<file path="src/rtl/fp_alu_seq.sv">
// Multi-cycle floating-point add/sub/mul: IDLE -> UNPACK -> EXEC -> NORM -> DONE.
// Truncating rounding; exponent-zero operands are flushed to signed zero.
module fp_alu_seq #(
    parameter int unsigned EXP_W = 8,
    parameter int unsigned MAN_W = 23
) (
    input  logic                   clk,
    input  logic                   rst_n,
    input  logic                   in_valid,
    output logic                   in_ready,
    input  logic [EXP_W+MAN_W:0]   a,
    input  logic [EXP_W+MAN_W:0]   b,
    input  logic [1:0]             op,
    output logic                   out_valid,
    input  logic                   out_ready,
    output logic [EXP_W+MAN_W:0]   result,
    output logic [2:0]             flags
);
    localparam int unsigned W      = 1 + EXP_W + MAN_W;
    localparam int unsigned M      = MAN_W + 1;  // significand incl. hidden bit
    localparam int unsigned A      = M + 3;      // aligned significand with guard bits
    localparam int unsigned P      = 2 * M;      // normaliser width, binary point below bit P-2
    localparam int unsigned EW     = EXP_W + 3;  // signed working exponent
    localparam int unsigned LW     = $clog2(P);
    localparam int unsigned MAX_SH = MAN_W + 3;
    localparam logic [EXP_W-1:0]     EXP_ONES = '1;
    localparam logic signed [EW-1:0] BIAS     = EW'((1 << (EXP_W - 1)) - 1);
    localparam logic [1:0] OpSub = 2'b01, OpMul = 2'b10, OpRsv = 2'b11;

    typedef enum logic [2:0] {StIdle, StUnpack, StExec, StNorm, StDone} state_e;

    state_e               state_q, state_d;
    logic                 in_ready_q, in_ready_d, out_valid_q, out_valid_d;
    logic [W-1:0]         a_q, a_d, b_q, b_d;
    logic [1:0]           op_q, op_d;
    logic                 xs_q, xs_d, ys_q, ys_d;
    logic [EXP_W-1:0]     xe_q, xe_d, ye_q, ye_d;
    logic [MAN_W-1:0]     xm_q, xm_d, ym_q, ym_d;
    logic                 spec_q, spec_d;
    logic [W-1:0]         spec_res_q, spec_res_d;
    logic [2:0]           spec_fl_q, spec_fl_d;
    logic [P-1:0]         mag_q, mag_d;
    logic signed [EW-1:0] exp_q, exp_d;
    logic                 sgn_q, sgn_d;
    logic [W-1:0]         result_q, result_d;
    logic [2:0]           flags_q, flags_d;

    // Unpack: classify operands and resolve every special-case result up front.
    logic             sa, sb, za, zb, ia, ib, na, nb, a_ge_b, swap, spec_c;
    logic [EXP_W-1:0] ea, eb, diff;
    logic [MAN_W-1:0] ma, mb;
    logic [W-1:0]     qnan, spec_res_c;
    logic [2:0]       spec_fl_c;

    always_comb begin
        sa     = a_q[W-1];
        ea     = a_q[W-2 -: EXP_W];
        ma     = a_q[MAN_W-1:0];
        sb     = b_q[W-1] ^ (op_q == OpSub);
        eb     = b_q[W-2 -: EXP_W];
        mb     = b_q[MAN_W-1:0];
        za     = (ea == '0);
        zb     = (eb == '0);
        ia     = (ea == EXP_ONES) && (ma == '0);
        ib     = (eb == EXP_ONES) && (mb == '0);
        na     = (ea == EXP_ONES) && (ma != '0);
        nb     = (eb == EXP_ONES) && (mb != '0);
        a_ge_b = {ea, ma} >= {eb, mb};
        swap   = (op_q != OpMul) && !a_ge_b;
        diff   = swap ? (eb - ea) : (ea - eb);
        qnan   = {1'b0, EXP_ONES, 1'b1, {(MAN_W - 1){1'b0}}};

        spec_c     = 1'b1;
        spec_res_c = '0;
        spec_fl_c  = 3'b000;
        if (op_q == OpRsv) begin
            spec_res_c = '0;
        end else if (na || nb) begin
            spec_res_c = qnan;
        end else if (op_q == OpMul) begin
            if ((ia && zb) || (ib && za)) spec_res_c = qnan;
            else if (ia || ib) spec_res_c = {sa ^ sb, EXP_ONES, {MAN_W{1'b0}}};
            else if (za || zb) begin
                spec_res_c = {sa ^ sb, {(W - 1){1'b0}}};
                spec_fl_c  = 3'b001;
            end else spec_c = 1'b0;
        end else begin
            if (ia && ib && (sa != sb)) spec_res_c = qnan;
            else if (ia) spec_res_c = {sa, EXP_ONES, {MAN_W{1'b0}}};
            else if (ib) spec_res_c = {sb, EXP_ONES, {MAN_W{1'b0}}};
            else if (za && zb) begin
                spec_res_c = {sa & sb, {(W - 1){1'b0}}};
                spec_fl_c  = 3'b001;
            end else if (zb) spec_res_c = a_q;
            else if (za) spec_res_c = {sb, eb, mb};
            else if (32'(diff) > MAX_SH) spec_res_c = swap ? {sb, eb, mb} : a_q;
            else spec_c = 1'b0;
        end
    end

    // Exec: x holds the larger magnitude for add/sub, so the difference never goes negative.
    logic [M-1:0]         xmf, ymf;
    logic [A-1:0]         xa, ya;
    logic [A:0]           sum;
    logic [P-1:0]         mag_c;
    logic signed [EW-1:0] exp_c;
    logic                 sgn_c;

    always_comb begin
        xmf = {1'b1, xm_q};
        ymf = {1'b1, ym_q};
        xa  = {xmf, 3'b000};
        ya  = {ymf, 3'b000} >> (xe_q - ye_q);
        sum = (xs_q == ys_q) ? ({1'b0, xa} + {1'b0, ya}) : ({1'b0, xa} - {1'b0, ya});
        if (op_q == OpMul) begin
            mag_c = P'(xmf) * P'(ymf);
            exp_c = $signed({3'b000, xe_q}) + $signed({3'b000, ye_q}) - BIAS;
            sgn_c = xs_q ^ ys_q;
        end else begin
            mag_c = P'(sum) << (M - 4);
            exp_c = $signed({3'b000, xe_q});
            sgn_c = xs_q;
        end
    end

    // Norm: leading-one detect, shift to the hidden-bit position, truncate, pack.
    logic [LW-1:0]        lead;
    logic [P-1:0]         norm;
    logic [MAN_W-1:0]     man;
    logic signed [EW-1:0] exp_n;
    logic [W-1:0]         res_c;
    logic [2:0]           fl_c;

    always_comb begin
        lead = '0;
        for (int i = 0; i < P; i++) begin
            if (mag_q[i]) lead = LW'(i);
        end
        norm  = mag_q << (LW'(P - 1) - lead);
        man   = MAN_W'(norm >> (P - 1 - MAN_W));
        exp_n = exp_q + $signed(EW'(lead)) - $signed(EW'(P - 2));
        res_c = {sgn_q, exp_n[EXP_W-1:0], man};
        fl_c  = 3'b000;
        if (spec_q) begin
            res_c = spec_res_q;
            fl_c  = spec_fl_q;
        end else if (mag_q == '0) begin
            res_c = '0;
            fl_c  = 3'b001;
        end else if (exp_n >= $signed({3'b000, EXP_ONES})) begin
            res_c = {sgn_q, EXP_ONES, {MAN_W{1'b0}}};
            fl_c  = 3'b100;
        end else if (exp_n <= 0) begin
            res_c = {sgn_q, {(W - 1){1'b0}}};
            fl_c  = 3'b011;
        end
    end

    always_comb begin
        state_d    = state_q;
        a_d        = a_q;
        b_d        = b_q;
        op_d       = op_q;
        {xs_d, xe_d, xm_d} = {xs_q, xe_q, xm_q};
        {ys_d, ye_d, ym_d} = {ys_q, ye_q, ym_q};
        spec_d     = spec_q;
        spec_res_d = spec_res_q;
        spec_fl_d  = spec_fl_q;
        mag_d      = mag_q;
        exp_d      = exp_q;
        sgn_d      = sgn_q;
        result_d   = result_q;
        flags_d    = flags_q;
        case (state_q)
            StIdle: begin
                if (in_valid) begin
                    a_d     = a;
                    b_d     = b;
                    op_d    = op;
                    state_d = StUnpack;
                end
            end
            StUnpack: begin
                {xs_d, xe_d, xm_d} = swap ? {sb, eb, mb} : {sa, ea, ma};
                {ys_d, ye_d, ym_d} = swap ? {sa, ea, ma} : {sb, eb, mb};
                spec_d     = spec_c;
                spec_res_d = spec_res_c;
                spec_fl_d  = spec_fl_c;
                state_d    = StExec;
            end
            StExec: begin
                mag_d   = mag_c;
                exp_d   = exp_c;
                sgn_d   = sgn_c;
                state_d = StNorm;
            end
            StNorm: begin
                result_d = res_c;
                flags_d  = fl_c;
                state_d  = StDone;
            end
            StDone: begin
                if (out_ready) begin
                    flags_d = 3'b000;
                    state_d = StIdle;
                end
            end
            default: state_d = StIdle;
        endcase
        in_ready_d  = (state_d == StIdle);
        out_valid_d = (state_d == StDone);
    end

    always_ff @(posedge clk or negedge rst_n) begin
        if (!rst_n) begin
            state_q     <= StIdle;
            in_ready_q  <= 1'b1;
            out_valid_q <= 1'b0;
            a_q         <= '0;
            b_q         <= '0;
            op_q        <= '0;
            {xs_q, xe_q, xm_q} <= '0;
            {ys_q, ye_q, ym_q} <= '0;
            spec_q      <= 1'b0;
            spec_res_q  <= '0;
            spec_fl_q   <= '0;
            mag_q       <= '0;
            exp_q       <= '0;
            sgn_q       <= 1'b0;
            result_q    <= '0;
            flags_q     <= '0;
        end else begin
            state_q     <= state_d;
            in_ready_q  <= in_ready_d;
            out_valid_q <= out_valid_d;
            a_q         <= a_d;
            b_q         <= b_d;
            op_q        <= op_d;
            {xs_q, xe_q, xm_q} <= {xs_d, xe_d, xm_d};
            {ys_q, ye_q, ym_q} <= {ys_d, ye_d, ym_d};
            spec_q      <= spec_d;
            spec_res_q  <= spec_res_d;
            spec_fl_q   <= spec_fl_d;
            mag_q       <= mag_d;
            exp_q       <= exp_d;
            sgn_q       <= sgn_d;
            result_q    <= result_d;
            flags_q     <= flags_d;
        end
    end

    assign in_ready  = in_ready_q;
    assign out_valid = out_valid_q;
    assign result    = result_q;
    assign flags     = flags_q;
endmodule

</file>
<file path="config.mk">
export PLATFORM = sky130hd
export DESIGN_NAME = fp_alu_seq
export DESIGN_NICKNAME = d
export VERILOG_FILES = /design/src/rtl/fp_alu_seq.sv
export SDC_FILE = /design/constraint.sdc
export NUM_CORES = 2
export LEC_CHECK = 0
export BUFFER_PORTS_ARGS = -buffer_cell sky130_fd_sc_hd__clkbuf_2
export CORE_MARGIN = 2
export CORE_UTILIZATION = 45
export CTS_CLUSTER_SIZE = 16
export DETAILED_ROUTE_END_ITERATION = 10
export PLACE_DENSITY_LB_ADDON = 0.15
export REMOVE_ABC_BUFFERS = 1
export SYNTH_ARGS = -nofsm -noshare
export SYNTH_HDL_FRONTEND = slang
export SYNTH_SLANG_ARGS = --single-unit
</file>
<file path="constraint.sdc">
create_clock -name clk -period 8.62 [get_ports clk]
set_input_delay 0.431 -clock clk [delete_from_list [all_inputs] [get_ports clk]]
set_output_delay 0.431 -clock clk [all_outputs]
set_load 0.02 [all_outputs]
</file>
==> flow_summary.ini <==
[status]
outcome = finished clean

[synth]
synthFlopType = dfrtp_1
synth_top_cell_area_share = 0.2456
async_flop_share = 1.000
yosys_warnings = 0
syn_area_per_cell_sq_um = 8.443
synth_most_common_cell = inv_1
netlist_instances = 4711
synth_enable_flop_cells = 0
synth-seq-cells = 263
synthTopCellsByCount = 676 x inv_1, 619 x nand2_1, 488 x fa_1, 296 x ha_1, 262 x dfrtp_1
ys_types = 101
syn-cell-area_sq_um = 39780
synth_area_leaders = fa_1 25%, dfrtp_1 16%, ha_1 9.3%
ys_seq_area_frac = 0.1655
synth_top_area_cell = fa_1

[global_route]
antenna_found_initial = 5
grt_pass1_wl_um = 209400
gr-total-overflow = 0
grt_start_max_net_pins = 163
grt_pass1_vias = 34650
grt_util_all_layers = 0.3005

[floorplanning]
die_w_um = 301.3
ioPinCount = 107
die_area_sq_um = 90780
coreArea_sq_um = 87970
num_rows = 109
fp.dieH_um = 301.3
initial_core_util = 0.4522

[clock_network]
clk_latency_ns = 0.63
cts.htree.levels = 1
cts_buffer_depth = 3
cts-root-buf = clkbuf_16
cts.clk_slew.worst_paths_ns = 0.06
clock_sinks = 263
cts-resized-gates = 0
cts_tree = done
cts_buffers = 31

[setup_path]
worstPathArrival_ns = 8.37
rr_worst_depth = 24
endpoint_kind = flop
crit_chain = buf_4 > nand2_1 > fa_1 > inv_1 > fa_1 > fa_1 > inv_1 > fa_1 > fa_1 > fa_1 > inv_1 > fa_1 > ha_1 > a21o_1 > a21o_1 > a21o_1 > a21o_1 > a221oi_1 > o21ai_0 > nor4_1 > o31a_1 > o21ai_0 > xnor2_1 > a221oi_1
worstPathRequired_ns = 9.14
worst_path_max_delay_cell = dfrtp_1
crit_fanout = 16
cp_slowest_stage_delay_ns = 0.85
worstReg2RegEnd = mag_q[47]
r2r_start = ym_q[7]
critical_path_class = flop to flop
critPathMostFrequentCell = fa_1
rrSetupSlack_ns = 0.77
worstSetupStartpointType = flop

[routing]
vias = 34120
antenna_left = 0
drtPass1Iterations = 5
drtIter0Drc = 2845
drt_wl_total_um = 135000
drt-wirelength-per-cell_um = 22.94
drc = 0
viasPerCell = 5.798

[place]
dp_hpwl_um = 106500
placed_area_sq_um = 41600
portBuffers = 106
placedCellCount = 5802
globalplace.congestion = 0.9830
dp_slack_ns = 0.8126

[worst_hold_path]
min_from = out_ready
hold_depth = 2
min_path_type = primary input to flop
min_to = out_valid

[sta]
hold_slack_ns = 0.03219
setup-violations-final = 0
finalHoldViolCount = 0
slew_headroom = 0.2092
worst_slew_pin_slew_ns = 1.186
min_period_over_period = 0.9112
fin_crit_ns = 7.855
fmax_ghz = 0.1273
layout_setup_ws_ns = 0.7653
rsz0062_at_grt = no
final_max_slew_viol_count = 0
skew_ns = 0.01759

[job]
maxCapViolations = 0

[finish]
fin_nets = 5548
drive_gt1_frac = 0.08351
final_design_area_no_fill_sq_um = 42930
area_growth_pct = 7.943
fill_cells = 8630
finalNonFillerCells = 5884
## layer usage
metal,routed length (um),up-vias,global-route usage
li1,-,15610,-
met1,59430,17170,0.4220
met2,61500,1140,0.4753
met3,9666,196,0.05209
met4,4392,2,0.08766
met5,13,-,0
## critical path: cells and delay by family (launching register included)
family	cells	cell delay (ns)
adders and majority gates	8	3.85
AOI/OAI and AO/OA	9	1.98
DFF	1	0.85
buffers and inverters	4	0.53
and+or+nand+nor	2	0.34
xor gates and xnor gates	1	0.20
## stage by stage
| stage | setup TNS, ns | util |
|---|---|---|
| 3_5_place_dp | 0 | 0.4729 |
| 2_1_floorplan | -43.64 | - |
| 3_3_place_gp | 0 | 0.4729 |
| 6_report | 0 | 0.4881 |
| 4_1_cts | 0 | 0.4881 |
| 5_1_grt | 0 | 0.4881 |
## cell usage in the layout, fill, tap and decap left out, drive strengths merged, types with 17 or more instances in the layout
master       count
a211oi          47
a21o            69
a21oi          228
a221o           36
a22oi           22
a31oi           31
and2           241
and3            34
buf            106
clkbuf         147
dfrtp          262
dlygate4sd3     24
fa             488
ha             296
inv            679
mux2            57
mux2i          109
nand2          619
nand2b          26
nand3           91
nand4           18
nor2           250
nor2b           27
nor3            60
nor4            40
o211ai          35
o21a            28
o21ai          255
o21bai          18
o22ai           23
o31ai           17
xnor2           56
xor2            26
## what timing repair did
item | 4_1_cts | 5_1_grt
hold buffers | 24 | 0
hold endpoints to repair | 124 | 0
setup buffers | 0 | 0
## registers in the layout (all words and copies together) (netlist names), 2 cells and up
signal and count:
xm_q 23, xe_q 8, spec_res_q 32, result 32
a_q 32, ym_q 23, flags 3, ye_q 8
state_q 3, b_q 32, exp_q 10, op_q 2
mag_q 48
## how the worst max path moves through the flow
stage | from | to | slack [ns] | cells past startpoint
4_1_cts | ym_q[7] | mag_q[47] | 0.83 | 24
3_5_place_dp | ym_q[7] | mag_q[47] | 0.81 | 24
5_1_grt | xm_q[7] | mag_q[47] | 0.45 | 25
2_1_floorplan | state_q[0] | a_q[10] | -0.88 | 2
3_3_place_gp | xm_q[7] | mag_q[47] | 0.90 | 25
6_report | ym_q[7] | mag_q[47] | 0.77 | 24
## area by class of cell
class / count / area (sq um) / area share
timing repair buffer: 235 / 1632 / 0.03800
multi-input combinational: 3484 / 29620 / 0.6898
antenna: 1 / 2.502 / 0.00005828
clock inverter: 15 / 226.5 / 0.005275
tap: 1165 / 1458 / 0.03395
clock buffer: 42 / 867.1 / 0.02020
inverter: 679 / 2549 / 0.05936
sequential: 263 / 6583 / 0.1533
## logic make-up (layout without fill, tap and decap cells)
family          count (synthesis)  count (layout)  synth area share
compound gates                981             981            0.1644
xor+xnor                       82              82           0.01872
fa+ha+maj                     784             784            0.3387
buf+inv                       964             971           0.09204
flops                         263             263            0.1655
mux                           174             174           0.04810
other cells                     0               1                 0
simple gates                 1463            1463            0.1725
Power is not shown: default switching activity piles up to over one toggle a cycle in this logic, so the estimate is an artifact.
